$ cat config.mk
export PLATFORM = sky130hd
export DESIGN_NAME = apb_cordic_slave
export DESIGN_NICKNAME = d
export VERILOG_FILES = /design/src/rtl/apb_cordic_slave_pkg.sv /design/src/rtl/apb_cordic_slave_core.sv /design/src/rtl/apb_cordic_slave.sv
export SDC_FILE = /design/constraint.sdc
export NUM_CORES = 1
export LEC_CHECK = 0
export BUFFER_PORTS_ARGS = -buffer_cell sky130_fd_sc_hd__buf_4
export CAP_MARGIN = 0
export CORE_MARGIN = 5
export CORE_UTILIZATION = 55
export DETAILED_ROUTE_END_ITERATION = 10
export GPL_TIMING_DRIVEN = 0
export PLACE_DENSITY = 0.7
export SLEW_MARGIN = 0
export SYNTH_ARGS = -nofsm -noshare
export SYNTH_HDL_FRONTEND = slang
export SYNTH_HIERARCHICAL = 1
export SYNTH_SLANG_ARGS = --single-unit
$ cat constraint.sdc
create_clock -name HCLK -period 5.59 [get_ports HCLK]
set_input_delay 0 -clock HCLK [delete_from_list [all_inputs] [get_ports HCLK]]
set_output_delay 0 -clock HCLK [all_outputs]
set_load 0.01 [all_outputs]
$ cat src/rtl/apb_cordic_slave_pkg.sv
// Shared definitions for the APB CORDIC completer: register map offsets,
// CTRL/STATUS bit positions, engine state encoding and the arctangent table.
package apb_cordic_slave_pkg;

    // Register offsets, decoded from PADDR[4:2]
    localparam logic [2:0] ADDR_CTRL   = 3'd0;
    localparam logic [2:0] ADDR_STATUS = 3'd1;
    localparam logic [2:0] ADDR_X_IN   = 3'd2;
    localparam logic [2:0] ADDR_Y_IN   = 3'd3;
    localparam logic [2:0] ADDR_Z_IN   = 3'd4;
    localparam logic [2:0] ADDR_X_OUT  = 3'd5;
    localparam logic [2:0] ADDR_Y_OUT  = 3'd6;
    localparam logic [2:0] ADDR_Z_OUT  = 3'd7;

    // CTRL bit positions
    localparam int CTRL_START = 0;
    localparam int CTRL_MODE  = 1;
    localparam int CTRL_IE    = 2;

    // STATUS bit positions
    localparam int STAT_BUSY  = 0;
    localparam int STAT_DONE  = 1;

    // Engine states
    typedef enum logic {
        ENG_IDLE = 1'b0,
        ENG_RUN  = 1'b1
    } eng_state_e;

    localparam int ATAN_W = 16;

    // atan(2^-i) in Q2.13 (0x2000 = 1.0 rad), rounded to nearest
    function automatic logic [ATAN_W-1:0] atan_rom(input logic [3:0] idx);
        logic [ATAN_W-1:0] v;
        case (idx)
            4'd0:    v = 16'h1922;
            4'd1:    v = 16'h0ED6;
            4'd2:    v = 16'h07D7;
            4'd3:    v = 16'h03FB;
            4'd4:    v = 16'h01FF;
            4'd5:    v = 16'h0100;
            4'd6:    v = 16'h0080;
            4'd7:    v = 16'h0040;
            4'd8:    v = 16'h0020;
            4'd9:    v = 16'h0010;
            4'd10:   v = 16'h0008;
            4'd11:   v = 16'h0004;
            4'd12:   v = 16'h0002;
            4'd13:   v = 16'h0001;
            default: v = 16'h0000;
        endcase
        return v;
    endfunction

endpackage

$ cat src/rtl/apb_cordic_slave_core.sv
// Iterative CORDIC engine: one micro-rotation per clock, ITER iterations per
// operation. Loads operands on start_i while idle, raises done_pulse_o on the
// edge that finishes the last iteration and latches saturated results.
// Handshake: start_i is sampled only in IDLE; busy_o is high for exactly ITER
// cycles after the start edge; done_pulse_o is high for the single cycle whose
// closing edge loads the results.
module apb_cordic_slave_core
    import apb_cordic_slave_pkg::*;
#(
    parameter int WIDTH = 16,
    parameter int ITER  = 14,
    parameter int GUARD = 2
) (
    input  logic             clk_i,
    input  logic             rst_ni,
    input  logic             start_i,
    input  logic             mode_i,
    input  logic [WIDTH-1:0] x_i,
    input  logic [WIDTH-1:0] y_i,
    input  logic [WIDTH-1:0] z_i,
    output logic             busy_o,
    output logic             done_pulse_o,
    output logic [WIDTH-1:0] x_o,
    output logic [WIDTH-1:0] y_o,
    output logic [WIDTH-1:0] z_o,
    output logic             state_o
);

    localparam int XW = WIDTH + GUARD;
    localparam int CW = $clog2(ITER + 1);

    eng_state_e                 state_q, state_d;
    logic [CW-1:0]              cnt_q, cnt_d;
    logic                       mode_q, mode_d;
    logic signed [XW-1:0]       x_q, x_d, y_q, y_d;
    logic signed [WIDTH-1:0]    z_q, z_d;
    logic [WIDTH-1:0]           xo_q, xo_d, yo_q, yo_d, zo_q, zo_d;

    logic signed [XW-1:0]       x_sh, y_sh, x_nx, y_nx;
    logic signed [WIDTH-1:0]    z_nx, atan_v;
    logic                       dir_pos;
    logic                       last_iter;

    // Clamp the guarded datapath value into the signed WIDTH output range
    function automatic logic [WIDTH-1:0] sat(input logic [XW-1:0] v);
        logic [GUARD:0] hi_bits;
        hi_bits = v[XW-1:WIDTH-1];
        if ((&hi_bits) || !(|hi_bits)) begin
            return v[WIDTH-1:0];
        end else if (v[XW-1]) begin
            return {1'b1, {(WIDTH-1){1'b0}}};
        end else begin
            return {1'b0, {(WIDTH-1){1'b1}}};
        end
    endfunction

    assign x_sh      = x_q >>> cnt_q;
    assign y_sh      = y_q >>> cnt_q;
    assign atan_v    = WIDTH'(atan_rom(4'(cnt_q)));
    assign last_iter = (cnt_q == CW'(ITER - 1));

    // Rotation steers z toward 0; vectoring steers y toward 0
    assign dir_pos = mode_q ? y_q[XW-1] : ~z_q[WIDTH-1];

    // One micro-rotation of the current x/y/z state
    always_comb begin
        if (dir_pos) begin
            x_nx = x_q - y_sh;
            y_nx = y_q + x_sh;
            z_nx = z_q - atan_v;
        end else begin
            x_nx = x_q + y_sh;
            y_nx = y_q - x_sh;
            z_nx = z_q + atan_v;
        end
    end

    // Engine FSM next-state, datapath and result capture
    always_comb begin
        state_d      = state_q;
        cnt_d        = cnt_q;
        mode_d       = mode_q;
        x_d          = x_q;
        y_d          = y_q;
        z_d          = z_q;
        xo_d         = xo_q;
        yo_d         = yo_q;
        zo_d         = zo_q;
        done_pulse_o = 1'b0;
        case (state_q)
            ENG_IDLE: begin
                if (start_i) begin
                    state_d = ENG_RUN;
                    cnt_d   = '0;
                    mode_d  = mode_i;
                    x_d     = {{GUARD{x_i[WIDTH-1]}}, x_i};
                    y_d     = {{GUARD{y_i[WIDTH-1]}}, y_i};
                    z_d     = z_i;
                end
            end
            ENG_RUN: begin
                x_d   = x_nx;
                y_d   = y_nx;
                z_d   = z_nx;
                cnt_d = cnt_q + 1'b1;
                if (last_iter) begin
                    state_d      = ENG_IDLE;
                    done_pulse_o = 1'b1;
                    xo_d         = sat(x_nx);
                    yo_d         = sat(y_nx);
                    zo_d         = z_nx;
                end
            end
            default: state_d = ENG_IDLE;
        endcase
    end

    // Engine state and datapath registers; reset aborts any running operation
    always_ff @(posedge clk_i or negedge rst_ni) begin
        if (!rst_ni) begin
            state_q <= ENG_IDLE;
            cnt_q   <= '0;
            mode_q  <= 1'b0;
            x_q     <= '0;
            y_q     <= '0;
            z_q     <= '0;
            xo_q    <= '0;
            yo_q    <= '0;
            zo_q    <= '0;
        end else begin
            state_q <= state_d;
            cnt_q   <= cnt_d;
            mode_q  <= mode_d;
            x_q     <= x_d;
            y_q     <= y_d;
            z_q     <= z_d;
            xo_q    <= xo_d;
            yo_q    <= yo_d;
            zo_q    <= zo_d;
        end
    end

    assign busy_o  = (state_q == ENG_RUN);
    assign state_o = state_q;
    assign x_o     = xo_q;
    assign y_o     = yo_q;
    assign z_o     = zo_q;

endmodule

$ cat src/rtl/apb_cordic_slave.sv
// APB completer fronting the iterative CORDIC engine. Holds the operand,
// CTRL and STATUS registers, the register decode, wait-state generation,
// read-data mux and the interrupt output.
// APB handshake: a transfer is setup (PSEL=1, PENABLE=0) then access
// (PSEL=1, PENABLE=1); it completes on the rising edge where PREADY=1 during
// access. PREADY drops only for result reads and operand/CTRL writes while
// the engine is busy, so stalled writes land on the first edge after BUSY falls.
module apb_cordic_slave
    import apb_cordic_slave_pkg::*;
#(
    parameter int WIDTH = 16,
    parameter int ITER  = 14,
    parameter int GUARD = 2
) (
    input  logic        HCLK,
    input  logic        HRESETn,
    input  logic        PSEL,
    input  logic        PENABLE,
    input  logic        PWRITE,
    input  logic [31:0] PADDR,
    input  logic [31:0] PWDATA,
    output logic [31:0] PRDATA,
    output logic        PREADY,
    output logic        irq
);

    logic [2:0]       addr;
    logic             access_ph;
    logic             stall_sel;
    logic             wr_commit;
    logic             start;

    logic             busy;
    logic             done_pulse;
    logic [WIDTH-1:0] x_out, y_out, z_out;
    logic             eng_state;

    logic             mode_q, mode_d;
    logic             ie_q, ie_d;
    logic             done_q, done_d;
    logic [WIDTH-1:0] x_in_q, x_in_d;
    logic [WIDTH-1:0] y_in_q, y_in_d;
    logic [WIDTH-1:0] z_in_q, z_in_d;

    // Address/data bits outside the decoded range, plus the engine state
    // that is only kept visible for checkers
    logic             unused_bits;
    assign unused_bits = ^{PADDR[31:5], PADDR[1:0], PWDATA[31:WIDTH], eng_state};

    function automatic logic [31:0] sext(input logic [WIDTH-1:0] v);
        return {{(32-WIDTH){v[WIDTH-1]}}, v};
    endfunction

    assign addr      = PADDR[4:2];
    assign access_ph = PSEL && PENABLE;

    // Accesses that must wait for the engine to go idle
    always_comb begin
        stall_sel = 1'b0;
        if (PWRITE) begin
            case (addr)
                ADDR_CTRL, ADDR_X_IN, ADDR_Y_IN, ADDR_Z_IN: stall_sel = 1'b1;
                default: ;
            endcase
        end else begin
            case (addr)
                ADDR_X_OUT, ADDR_Y_OUT, ADDR_Z_OUT: stall_sel = 1'b1;
                default: ;
            endcase
        end
    end

    assign PREADY    = !(access_ph && busy && stall_sel);
    assign wr_commit = access_ph && PWRITE && PREADY;
    assign start     = wr_commit && (addr == ADDR_CTRL) && PWDATA[CTRL_START];

    // Register write decode and DONE tracking (completion beats W1C)
    always_comb begin
        mode_d = mode_q;
        ie_d   = ie_q;
        done_d = done_q;
        x_in_d = x_in_q;
        y_in_d = y_in_q;
        z_in_d = z_in_q;
        if (wr_commit) begin
            case (addr)
                ADDR_CTRL: begin
                    mode_d = PWDATA[CTRL_MODE];
                    ie_d   = PWDATA[CTRL_IE];
                end
                ADDR_STATUS: begin
                    if (PWDATA[STAT_DONE]) done_d = 1'b0;
                end
                ADDR_X_IN: x_in_d = PWDATA[WIDTH-1:0];
                ADDR_Y_IN: y_in_d = PWDATA[WIDTH-1:0];
                ADDR_Z_IN: z_in_d = PWDATA[WIDTH-1:0];
                default: ;
            endcase
        end
        if (start)      done_d = 1'b0;
        if (done_pulse) done_d = 1'b1;
    end

    // Software-visible register state
    always_ff @(posedge HCLK or negedge HRESETn) begin
        if (!HRESETn) begin
            mode_q <= 1'b0;
            ie_q   <= 1'b0;
            done_q <= 1'b0;
            x_in_q <= '0;
            y_in_q <= '0;
            z_in_q <= '0;
        end else begin
            mode_q <= mode_d;
            ie_q   <= ie_d;
            done_q <= done_d;
            x_in_q <= x_in_d;
            y_in_q <= y_in_d;
            z_in_q <= z_in_d;
        end
    end

    // Read mux: drives data only for a non-stalled read, zero otherwise
    always_comb begin
        PRDATA = '0;
        if (PSEL && !PWRITE && PREADY) begin
            case (addr)
                ADDR_CTRL: begin
                    PRDATA[CTRL_MODE] = mode_q;
                    PRDATA[CTRL_IE]   = ie_q;
                end
                ADDR_STATUS: begin
                    PRDATA[STAT_BUSY] = busy;
                    PRDATA[STAT_DONE] = done_q;
                end
                ADDR_X_IN:  PRDATA = sext(x_in_q);
                ADDR_Y_IN:  PRDATA = sext(y_in_q);
                ADDR_Z_IN:  PRDATA = sext(z_in_q);
                ADDR_X_OUT: PRDATA = sext(x_out);
                ADDR_Y_OUT: PRDATA = sext(y_out);
                ADDR_Z_OUT: PRDATA = sext(z_out);
                default: ;
            endcase
        end
    end

    assign irq = done_q && ie_q;

    apb_cordic_slave_core #(
        .WIDTH (WIDTH),
        .ITER  (ITER),
        .GUARD (GUARD)
    ) u_core (
        .clk_i        (HCLK),
        .rst_ni       (HRESETn),
        .start_i      (start),
        .mode_i       (PWDATA[CTRL_MODE]),
        .x_i          (x_in_q),
        .y_i          (y_in_q),
        .z_i          (z_in_q),
        .busy_o       (busy),
        .done_pulse_o (done_pulse),
        .x_o          (x_out),
        .y_o          (y_out),
        .z_o          (z_out),
        .state_o      (eng_state)
    );

endmodule

# After elaboration in Yosys (flattened, before gate mapping)
# Memory sizes are Yosys's and may differ from the RTL's.
# Cells that the tools add are included.
word_totals:
  n_memories: 1
  rom_bits: 208
  out_inout_bits: 34
  word_cells: 103
  reg_bits: 157
classes:
  addsub: 7
  n_mux: 34
  reduce_logical: 33
  shifts: 2
  n_bitwise: 2
  eq_ne: 9
memory_table:
  columns: ["name", "depth", "width", "read_ports", "rd_ports_with_merged_regs", "wr", "line", "text"]
  rows:
  - ["(name not given)", 16, 13, 1, 0, 0, "apb_cordic_slave_pkg.sv:35", "case (idx)"]
op_table:
  columns: ["op", "count"]
  rows:
  - ["one-hot mux 29 bit (6 select lines)", 1]
  - ["two-way mux 16 bit", 6]
  - ["two-way mux 18 bit", 4]
  - ["one-hot mux 18 bit (2 select lines)", 2]
  - ["adder 18 bit", 2]
  - [">>> shifter 18 x 4 -> 18 bit", 2]
  - ["subtractor 18 bit", 2]
  - ["two-way mux 32 bit", 1]
  - ["one-hot mux 16 bit (2 select lines)", 1]
  - ["adder 16 bit", 1]
  - ["subtractor 16 bit", 1]
  - ["one-hot mux 1 bit (7 select lines)", 2]
  - ["two-way mux 1 bit", 13]
  - ["== test 3 bit (second input constant)", 4]
  - ["AND reduction 2 bit", 6]
  - ["logical AND 1 bit", 10]
  - ["AND reduction 3 bit", 3]
  - ["nonzero test 3 bit", 3]
  - ["OR reduction 3 bit", 3]
  - ["one-hot mux 1 bit (8 select lines)", 1]
  - ["one-hot mux 4 bit (2 select lines)", 1]
  - ["== test 3 x 2 -> 1 bit (second input constant)", 2]
  - ["adder 4 x 1 -> 4 bit (second input constant)", 1]
  - ["== test 4 bit (second input constant)", 1]
  - ["9 further kinds", 14]

# Depth between registers and ports, before layout
# Gate-level depths: netlist (run 1).
logic_depth:
  word_depth: 11
  mapped_depth: 23

# Hierarchy
# Netlist (run 1), hierarchy kept.
modules_own_cells:
  columns: ["mod", "seq_area_each_um2", "area_per_inst_um2", "cells_each", "n_inst"]
  rows:
  - ["apb_cordic_slave_core", 2652.5, 10209.8, 1202, 1]
  - ["apb_cordic_slave", 1276.2, 3211.8, 273, 1]

# Worst setup path after synthesis (run 1)
# Ideal clock, no wire load.
synth_path:
  kind: "reg-to-reg"
  from: "reg u_core.cnt_q[0]"
  to: "reg u_core.yo_q[11] (netlist: u_core/y_o[11])"
  stages_incl_launch_ff: 21
  slack_ns: 0.555
  t_required_ns: 5.461
  path_buffers: 4
  arrival_time_ns: 4.906
  setup_ns: 0.129
  path_cell_list: "dfrtp_1 > buf_6 > buf_6 > buf_2 > mux4_2 > a22o_1 > a21o_1 > a211oi_1 > nand3b_1 > o41ai_1 > xnor2_1 > ha_1 > or4_1 > o22ai_1 > o31ai_1 > o41ai_1 > xor2_1 > nand2_1 > a31oi_4 > buf_4 > o22ai_1"
synth_between:
  elab_chain_cells: 7
  word_cells_on_any_way: 12
  classes_between: "add/sub (2); eq/ne (1); shift (1); mux (3); reduce/logical (5)"
synth_lines:
  columns: ["item", "line", "text"]
  rows:
  - ["start: declaration", "apb_cordic_slave_core.sv:33", "logic [CW-1:0] cnt_q, cnt_d;"]
  - ["start signal: assignment", "apb_cordic_slave_core.sv:132", "cnt_q <= cnt_d;"]
  - [">>> shifter 18 x 4 -> 18 bit", "apb_cordic_slave_core.sv:57", "assign x_sh = x_q >>> cnt_q;"]
  - ["subtractor 18 bit / adder 18 bit (equally long branches)", "apb_cordic_slave_core.sv:73, apb_cordic_slave_core.sv:69", null]
  - ["two-way mux 18 bit", "apb_cordic_slave_core.sv:67", "if (dir_pos) begin"]
  - ["OR reduction 3 bit", "apb_cordic_slave_core.sv:48", "if ((&hi_bits) || !(|hi_bits)) begin"]
  - ["logical NOT 1 bit", "apb_cordic_slave_core.sv:48", null]
  - ["logical OR 1 bit", "apb_cordic_slave_core.sv:48", null]
  - ["two-way mux 16 bit", "apb_cordic_slave_core.sv:48", null]
  - ["end signal: assignment", "apb_cordic_slave_core.sv:138", "yo_q <= yo_d;"]
  - ["end: declaration", "apb_cordic_slave_core.sv:37", "logic [WIDTH-1:0] xo_q, xo_d, yo_q, yo_d, zo_q, zo_d;"]
# Parallel ways exist; a longest one is shown, timed or not.
# A chain may end at the register's enable or synchronous reset.

# Worst setup path in the final report (run 1)
layout_path:
  from: "reg u_core.y_q[13]"
  to: "reg u_core.xo_q[10] (netlist: u_core/x_o[10])"
layout_between:
  elab_chain_cells: 7
  word_cells_on_any_way: 10
  classes_between: "add/sub (2); shift (1); mux (3); reduce/logical (4)"
layout_lines:
  columns: ["item", "line", "text"]
  rows:
  - ["start: declaration", "apb_cordic_slave_core.sv:35", "logic signed [XW-1:0] x_q, x_d, y_q, y_d;"]
  - ["start signal: assignment", "apb_cordic_slave_core.sv:135", "y_q <= y_d;"]
  - [">>> shifter 18 x 4 -> 18 bit *", "apb_cordic_slave_core.sv:58", "assign y_sh = y_q >>> cnt_q;"]
  - ["adder 18 bit / subtractor 18 bit (equally long branches)", "apb_cordic_slave_core.sv:72, apb_cordic_slave_core.sv:68", null]
  - ["two-way mux 18 bit *", "apb_cordic_slave_core.sv:67", null]
  - ["OR reduction 3 bit", "apb_cordic_slave_core.sv:48", null]
  - ["logical NOT 1 bit", "apb_cordic_slave_core.sv:48", null]
  - ["logical OR 1 bit", "apb_cordic_slave_core.sv:48", null]
  - ["two-way mux 16 bit *", "apb_cordic_slave_core.sv:48", null]
  - ["end signal: assignment", "apb_cordic_slave_core.sv:137", "xo_q <= xo_d;"]
  - ["end: declaration", "apb_cordic_slave_core.sv:37", null]
# Mark *: on every way between the ends. The rest lies on a longest branch, timed or not.

==> results.json, run 1 <==
{
  "outcome": "complete, no violations",
  "initial_core_util_pct": 55.5,
  "cap_violations": 0,
  "worstMarginPinSlew_ps": 1020,
  "top_usage_layer": "met2",
  "worst-path-max-fanout": 10,
  "cts-root-buf": "clkbuf_16",
  "wirelength_um": 49900,
  "critPathMaxStageDelay_ps": 590,
  "grt_max_degree": 83,
  "fin_nets": 1717,
  "wl_per_cell_um": 26.0,
  "finalMaxSlewViolations": 0,
  "finalSetupViolations": 0,
  "grt_pass1_wl_um": 75000,
  "antenna_cells": 0,
  "first_pass_iters": 6,
  "regArea_sq_um": 3930,
  "use_met2_pct": 53.1,
  "cpMostUsedCell": "a21o_1",
  "hold_path_class": "in2reg",
  "multi_input_area_sq_um": 8970,
  "htreeDepth": 4,
  "areaGrowthSynthToFinish_pct": 15.6,
  "grt_use_met1_pct": 46.9,
  "synth_warnings": 6,
  "antenna_found_initial": 1,
  "fin_util_pct": 64.2,
  "core_area_sq_um": 24200,
  "grt_pass1_vias": 12200,
  "clk_path_buf_depth": 2,
  "timing.fmax_mhz": 183,
  "vias": 12800,
  "cts_made_buffers": 17,
  "min_period_ps": 5460,
  "use_met3_pct": 6.14,
  "dp_cells": 1855,
  "grt.overflow.total": 0,
  "die_y_um": 166,
  "critPathKind": "reg2reg",
  "pin_count": 103,
  "fill_cells": 2037,
  "whs_ps": 30.0,
  "hpwl_um": 39000,
  "crit_arrival_ps": 5780,
  "finalHoldViolCount": 0,
  "place_congestion": 1.08,
  "critical-path-top-delay-family": "simple AND/OR/NAND/NOR gates",
  "drc": 0,
  "synth_nets": 1608,
  "drtIter0Drc": 1580,
  "clock_skew_ps": 11.5,
  "viasPerCell": 6.65,
  "cp_num_buf_inv": 1,
  "fin_cells": 1920,
  "drive_gt1_share_pct": 22.6,
  "period_share_pct": 97.6,
  "cts_sinks": 157,
  "syn_avg_cell_area_sq_um": 9.10,
  "cp.required_ps": 5920,
  "endpoint_kind": "flop",
  "syn_inst": 1474,
  "relSlewSlack_pct": 32.0,
  "core.rowCount": 57,
  "port_buffers": 56,
  "grt_usage_pct": 35.1,
  "dieArea_sq_um": 27600,
  "cts.clk_slew.worst_paths_ps": 70,
  "synthesis.area_sq_um": 13400,
  "clk-insertion-delay-late_ps": 440,
  "ant_nets": 0,
  "cts_tree": "built",
  "startpoint_type": "flop",
  "crit_slowest_cell": "or4b_4",
  "path_cells": "mux4_2 -> o211ai_1 -> nand2_1 -> or3_1 -> or4b_4 -> o31ai_1 -> xnor2_1 -> o21ai_0 -> ha_1 -> a21o_1 -> a21o_1 -> a21oi_1 -> nand3b_1 -> nor3_2 -> nor2_1 -> xor2_2 -> nor3_4 -> clkbuf_4 -> o32ai_1",
  "fp.dieW_um": 166
}
-- metal layers --
metal	up-vias	share of wire, %
met5	-	0.026
met1	6146	40
met4	2	7.7
met2	764	43
li1	5657	-
met3	191	8.8
-- registers in the layout (all words and copies together), names as in the netlist --
signal	count
y_in_q	16
ie_q	1
z_in_q	16
u_core/x_o	16
u_core/y_q	18
u_core/mode_q	1
u_core/y_o	16
x_in_q	16
u_core/x_q	18
u_core/z_o	16
u_core/busy_o	1
done_q	1
u_core/cnt_q	4
u_core/z_q	16
mode_q	1
-- worst register-to-register path, stage by stage, from the launching register on --
cell and delay, ps:
dfrtp_1 570, mux4_2 570, o211ai_1 210, nand2_1 180, or3_1 420, or4b_4 590, o31ai_1 300, xnor2_1 160
o21ai_0 110, ha_1 220, a21o_1 210, a21o_1 210, a21oi_1 220, nand3b_1 130, nor3_2 200, nor2_1 100
xor2_2 280, nor3_4 110, clkbuf_4 240, o32ai_1 310
-- final cells by class --
cell class                      instances  area share (%)
Buffer                                106            4.39
Clock buffer                           17            2.74
Inverter                               39           0.960
Tap cell                              324            2.61
Multi-Input combinational cell       1171            57.8
Sequential cell                       157            25.3
Clock inverter                         15            1.23
Timing Repair Buffer                   91            4.90
-- path summary, 6_finish.rpt --
path | startpoint | end | slack (ps) | cells after the start
min in group asynchronous | HRESETn | y_in_q[5] | 100 | 2
hold reg to reg | u_core/x_o[15] | u_core/x_o[15] | 490 | 1
setup reg to reg | u_core/y_q[13] | u_core/x_o[10] | 130 | 19
max in group asynchronous | HRESETn | u_core/cnt_q[3] | 4640 | 3
setup / recovery | u_core/y_q[13] | u_core/x_o[10] | 130 | 19
hold / removal | PADDR[4] | y_in_q[2] | 30 | 3
-- layout by cell type (no fill, tap or decap), types with 14 or more instances in the layout --
| master | n |
|---|---|
| dfrtp_1 | 155 |
| nand2_1 | 140 |
| o21ai_0 | 123 |
| nor2_1 | 115 |
| buf_4 | 95 |
| mux2_2 | 85 |
| a21oi_1 | 75 |
| mux2i_1 | 71 |
| ha_1 | 60 |
| xnor2_1 | 46 |
| inv_1 | 36 |
| xor2_1 | 36 |
| clkbuf_1 | 33 |
| mux4_2 | 28 |
| nor2b_1 | 27 |
| a211oi_1 | 24 |
| o22ai_1 | 24 |
| nand3_1 | 21 |
| nor3_1 | 20 |
| clkbuf_16 | 17 |
| dlygate4sd3_1 | 17 |
| a21o_1 | 15 |
| o32ai_1 | 15 |
| a22oi_1 | 14 |
| o31ai_1 | 14 |
-- repair_timing --
| item | CTS | global route |
|---|---|---|
| endpoints found under the hold margin | 126 | 0 |
| pin swaps | 5 | 17 |
| cloned | 0 | 1 |
| hold buffers | 17 | 0 |
| resized for setup | 36 | 75 |
| setup endpoints to repair | 56 | 38 |
| buffers inserted | 2 | 14 |
-- per-stage QoR --
step	TNS (ps)	setup WS, ps	instance area (sq um)
2_1_floorplan	0	555	13400
3_3_place_gp	-41230	-1370	14200
3_5_place_dp	-43190	-1340	14300
4_1_cts	0	30.0	15200
5_1_grt	-582	-85.1	15500
6_report	0	134	15500
Power of run 1 is left out: the tool's default activity adds up to more than one toggle a clock period on the data nets, which glitch-free logic cannot reach.
==> run 2, diff against run 1 <==
--- a/config.mk
+++ b/config.mk
@@ -9,9 +9,11 @@
 export CAP_MARGIN = 0
 export CORE_MARGIN = 5
 export CORE_UTILIZATION = 55
+export CTS_CLUSTER_DIAMETER = 30
 export DETAILED_ROUTE_END_ITERATION = 10
 export GPL_TIMING_DRIVEN = 0
 export PLACE_DENSITY = 0.7
+export SETUP_SLACK_MARGIN = 0.5
 export SLEW_MARGIN = 0
 export SYNTH_ARGS = -nofsm -noshare
 export SYNTH_HDL_FRONTEND = slang
==> run 2 against run 1 <==
Non-clock buffer count rose by 35; fmax is 5.2% higher; design area rose by 4.8%; sequential share of layout area fell by 1.1 points; highest routed layer unchanged.
==> results.json, run 2 (synthesized netlist as in run 1, its figures left out) <==
{
  "drc": 0,
  "startpoint_type": "flop",
  "ant_nets": 0,
  "clk-insertion-delay-late_ps": 440,
  "timing.fmax_mhz": 193,
  "largestRegisters": "u_core/x_q (18), u_core/y_q (18)",
  "place_congestion": 1.08,
  "dieArea_sq_um": 27600,
  "cts_tree": "built",
  "fin_nets": 1752,
  "first_pass_iters": 5,
  "cap_violations": 0,
  "worstMarginPinSlew_ps": 1020,
  "antenna_found_initial": 1,
  "grt_usage_pct": 35.8,
  "grt_pass1_wl_um": 76600,
  "period_share_pct": 92.8,
  "drive_gt1_share_pct": 27.2,
  "wl_per_cell_um": 26.3,
  "hold_path_class": "in2reg",
  "r2r_slack_ps": 400,
  "htreeDepth": 4,
  "finalMaxSlewViolations": 0,
  "finalHoldViolCount": 0,
  "drtIter0Drc": 1637,
  "core.rowCount": 57,
  "whs_ps": 31.3,
  "outcome": "complete, no violations",
  "finalSetupViolations": 0,
  "rsz0062_at_grt": "yes",
  "areaGrowthSynthToFinish_pct": 21.2,
  "crit_path_end": "u_core/x_o[7]",
  "initial_core_util_pct": 55.5,
  "grt_max_degree": 83,
  "grt.overflow.total": 0,
  "grt_pass1_vias": 12500,
  "final_cell_mix": "153 x dfrtp_1, 139 x nand2_1, 123 x buf_4, 118 x o21ai_0, 112 x nor2_1",
  "cts_sinks": 157,
  "worst-path-max-fanout": 7,
  "endpoint_kind": "flop",
  "clock_skew_ps": 12.9,
  "die_y_um": 166,
  "worstReg2RegEnd": "u_core/x_o[7]",
  "rr_startpoint": "u_core/cnt_q[0]",
  "vias": 13100,
  "fill_cells": 1971,
  "fp.dieW_um": 166,
  "cts-root-buf": "clkbuf_16",
  "startpoint": "u_core/cnt_q[0]",
  "cts.clk_slew.worst_paths_ps": 70,
  "pin_count": 103,
  "clk_path_buf_depth": 2,
  "hpwl_um": 39000,
  "relSlewSlack_pct": 31.6,
  "wirelength_um": 51300,
  "core_area_sq_um": 24200,
  "worst_r2r_path_depth": 21,
  "antenna_cells": 0,
  "critPathKind": "reg2reg",
  "crit_arrival_ps": 5500,
  "viasPerCell": 6.69,
  "cp.required_ps": 5900,
  "port_buffers": 56,
  "mostFrequentLayoutCell": "dfrtp_1",
  "cts_made_buffers": 17,
  "min_period_ps": 5190
}
[run 2: cell type report]
cell class	instances	area [sq um]	share of cell area (%)
Multi-Input combinational cell	1171	9320	57.3
Sequential cell	157	3930	24.2
Timing Repair Buffer	125	1080	6.62
Buffer	107	757	4.66
Clock buffer	17	425	2.62
Tap cell	324	405	2.49
Clock inverter	15	190	1.17
Inverter	39	151	0.931
[run 2: how the worst min path moves through the flow]
stage	startpoint	endpoint	slack, ps	depth (start not counted)
5_1_grt	PADDR[4]	y_in_q[4]	40	3
2_1_floorplan	HRESETn	done_q	-300	0
6_report	PADDR[4]	y_in_q[2]	30	3
3_5_place_dp	HRESETn	y_in_q[5]	10	1
4_1_cts	PADDR[4]	y_in_q[2]	30	3
3_3_place_gp	PWDATA[14]	y_in_q[14]	240	2
[run 2: what timing repair did]
item                                    4_1_cts  5_1_grt
hold buffers                                 17        0
gates resized for setup                     117       86
endpoints found under the setup margin       69       41
buffers inserted                             23       23
pin swaps                                    31       25
cloned                                        2        3
endpoints found under the hold margin       126        0
[run 2: critical path, cell delays in order, from the launching register on]
cell and delay [ps]:
dfrtp_2 400, buf_8 150, buf_6 100, mux4_2 500, o211ai_1 260, nand2_2 90
or3_4 370, or4b_4 540, o31ai_4 240, xnor2_1 150, o21ai_1 90, ha_2 180
a21o_1 190, a21o_1 220, a21oi_2 170, nand3b_1 140, nor3_4 250, o31ai_1 130
a21o_1 230, a22oi_2 300, buf_2 240, o32ai_1 90
[run 2: per-stage QoR]
stage          instance area (sq um)  setup slack, ps  util, %  cells  setup TNS, ps
6_report                       16300              404     67.2   1955              0
5_1_grt                        16300              284     67.2   1955              0
4_1_cts                        15700              494     64.9   1929              0
3_5_place_dp                   14300            -1340     59.0   1855         -43190
3_3_place_gp                   14200            -1370     58.9   1854         -41230
2_1_floorplan                  13400              555        -   1474              0
[run 2: layer usage]
metal,track usage (%),up-vias,part of all wire (%)
li1,-,5721,-
met1,47.1,6380,40
met2,55.3,757,43
met3,6.71,212,8.8
met4,20.8,2,7.9
met5,0,-,0.014
Power of run 2 is left out for the same reason.
==> run 3, diff against run 2 <==
--- a/config.mk
+++ b/config.mk
@@ -10,9 +10,10 @@
 export CORE_MARGIN = 5
 export CORE_UTILIZATION = 55
 export CTS_CLUSTER_DIAMETER = 30
+export CTS_CLUSTER_SIZE = 14
 export DETAILED_ROUTE_END_ITERATION = 10
 export GPL_TIMING_DRIVEN = 0
-export PLACE_DENSITY = 0.7
+export PLACE_DENSITY = 0.73
 export SETUP_SLACK_MARGIN = 0.5
 export SLEW_MARGIN = 0
 export SYNTH_ARGS = -nofsm -noshare
==> constraint.sdc (replaced) <==
create_clock -name HCLK -period 4.17 [get_ports HCLK]
set_input_delay 0 -clock HCLK [delete_from_list [all_inputs] [get_ports HCLK]]
set_output_delay 0 -clock HCLK [all_outputs]
set_load 0.01 [all_outputs]
==> run 3 against run 2 <==
The flow now finishes with violations (setup timing); setup slack worse by 1500 ps; clock-buffer cell count is 2 higher; sequential share of layout area is 2.2 points lower; design area is 10% higher; worst hold slack worse by 9.1 ps; final cell count is 4.1% higher; routed wire length is 7.1% higher; highest routed layer unchanged.
==> results.json, run 3 (synthesized netlist as in run 1, its figures left out) <==
{
  "outcome": "complete, but fails checks",
  "violations": "setup timing",
  "pin_count": 103,
  "worst_slack_ps": -1090,
  "cts_made_buffers": 17,
  "worst-path-max-fanout": 8,
  "whs_ps": 22.3,
  "cts_tree": "built",
  "grt_pass1_wl_um": 79900,
  "finalSetupViolations": 58,
  "worstMarginPinSlew_ps": 974,
  "core.rowCount": 57,
  "timing.fmax_mhz": 190,
  "htreeDepth": 4,
  "cap_violations": 0,
  "core_area_sq_um": 24200,
  "period_share_pct": 126,
  "hpwl_um": 38400,
  "relSlewSlack_pct": 34.8,
  "clk_path_buf_depth": 2,
  "drc": 0,
  "setup_tns_ps": -41960,
  "worstReg2RegEnd": "u_core/y_o[11]",
  "crit_arrival_ps": 5570,
  "first_pass_iters": 8,
  "rsz0062_at_grt": "yes",
  "wirelength_um": 55000,
  "ant_nets": 0,
  "holdPathStages": 3,
  "min_to": "x_in_q[4]",
  "endpoint_kind": "flop",
  "place_ws_ps": -1740,
  "wl_per_cell_um": 27.0,
  "clk-insertion-delay-late_ps": 440,
  "viasPerCell": 6.74,
  "min_period_ps": 5260,
  "cpMostUsedCell": "buf_4",
  "hp-start": "PADDR[4]",
  "antenna_cells": 0,
  "die_y_um": 166,
  "cp.required_ps": 4480,
  "drtIter0Drc": 1731,
  "finalHoldViolCount": 0,
  "path_cells": "buf_8 -> buf_12 -> buf_12 -> mux4_2 -> a22o_1 -> a21o_1 -> a211oi_2 -> nand3b_1 -> buf_4 -> o21ai_4 -> buf_4 -> buf_4 -> o21ai_1 -> xnor2_1 -> ha_1 -> and2_1 -> a31o_4 -> a21oi_4 -> a21oi_2 -> or3_4 -> a31oi_4 -> buf_6 -> o22ai_1",
  "areaGrowthSynthToFinish_pct": 33.7,
  "critPathMaxStageDelay_ps": 520,
  "crit_slowest_cell": "mux4_2",
  "cts-root-buf": "clkbuf_16",
  "place_congestion": 1.01,
  "drive_gt1_share_pct": 38.3,
  "fp.dieW_um": 166,
  "mostFrequentLayoutCell": "buf_4",
  "port_buffers": 56,
  "r2r_slack_ps": -1090,
  "antenna_found_initial": 1,
  "grt_usage_pct": 37.2,
  "initial_core_util_pct": 55.5,
  "cts_sinks": 157,
  "final_area_sq_um": 17900,
  "grt.overflow.total": 0,
  "finalMaxSlewViolations": 0,
  "clock_skew_ps": 9.36,
  "cts.clk_slew.worst_paths_ps": 70,
  "grt_max_degree": 96,
  "largestRegisters": "u_core/x_q (18), u_core/y_q (18)",
  "rr_startpoint": "u_core/cnt_q[0]",
  "fin_nets": 1833,
  "grt_pass1_vias": 13300,
  "place_area_sq_um": 14500,
  "critPathKind": "reg2reg",
  "hold_path_class": "in2reg",
  "dieArea_sq_um": 27600,
  "final_cell_mix": "189 x buf_4, 149 x dfrtp_1, 134 x nand2_1, 102 x nor2_1, 83 x o21ai_0",
  "worst_r2r_path_depth": 23,
  "startpoint_type": "flop",
  "vias": 13700
}
[run 3: changes by cell type in the layout (fill, tap and decap cells not counted), sizes merged]
cell,change
clkbuf,+2
inv,+1
buf,+81
clkinv,-4
clkinvlp,+1
[run 3: timing repair]
action	in CTS	in global routing
resized for setup	267	112
hold buffers	17	0
pin swaps	97	61
setup buffers	85	42
cloned	4	1
setup endpoints to repair	90	80
endpoints found under the hold margin	115	0
[run 3: final cells by class]
class	count	area (sq um)
Buffer	107	900
Clock buffer	19	443
Clock inverter	13	144
Fill cell	1670	6240
Inverter	39	161
Multi-Input combinational cell	1171	10200
Sequential cell	157	3940
Tap cell	324	405
Timing Repair Buffer	206	1720
[run 3: critical path: cells and delay by family, from the launching register on]
kind / cells / cell delay (ps)
buf+inv: 7 / 1050
compound gates: 10 / 1740
flops: 1 / 390
mux: 1 / 520
fa+ha+maj: 1 / 320
xor+xnor: 1 / 230
simple gates: 3 / 860
[run 3: through the flow]
stage / util (%) / std cells
2_1_floorplan: - / 1474
3_3_place_gp: 59.9 / 1854
3_5_place_dp: 60.0 / 1855
4_1_cts: 70.7 / 1993
5_1_grt: 74.2 / 2036
6_report: 74.2 / 2036
[run 3: worst max path at each step]
stage / from / endpoint / cells after the start
floorplan: u_core/cnt_q[0] / u_core/y_o[11] / 22
global placement: u_core/cnt_q[3] / u_core/y_o[8] / 23
detailed placement: u_core/cnt_q[3] / u_core/y_o[11] / 20
CTS: u_core/cnt_q[0] / u_core/y_o[0] / 22
global route: u_core/cnt_q[0] / u_core/y_o[9] / 23
finish: u_core/cnt_q[0] / u_core/y_o[11] / 23
[run 3: layer usage]
metal / vias up / track usage, % / part of all wire (%)
met3: 237 / 9.35 / 12
met1: 6633 / 48.8 / 37
met4: 4 / 18.8 / 6.5
met2: 957 / 57.4 / 44
met5: - / 0 / 0.11
li1: 5883 / - / -
Power of run 3 is left out for the same reason.
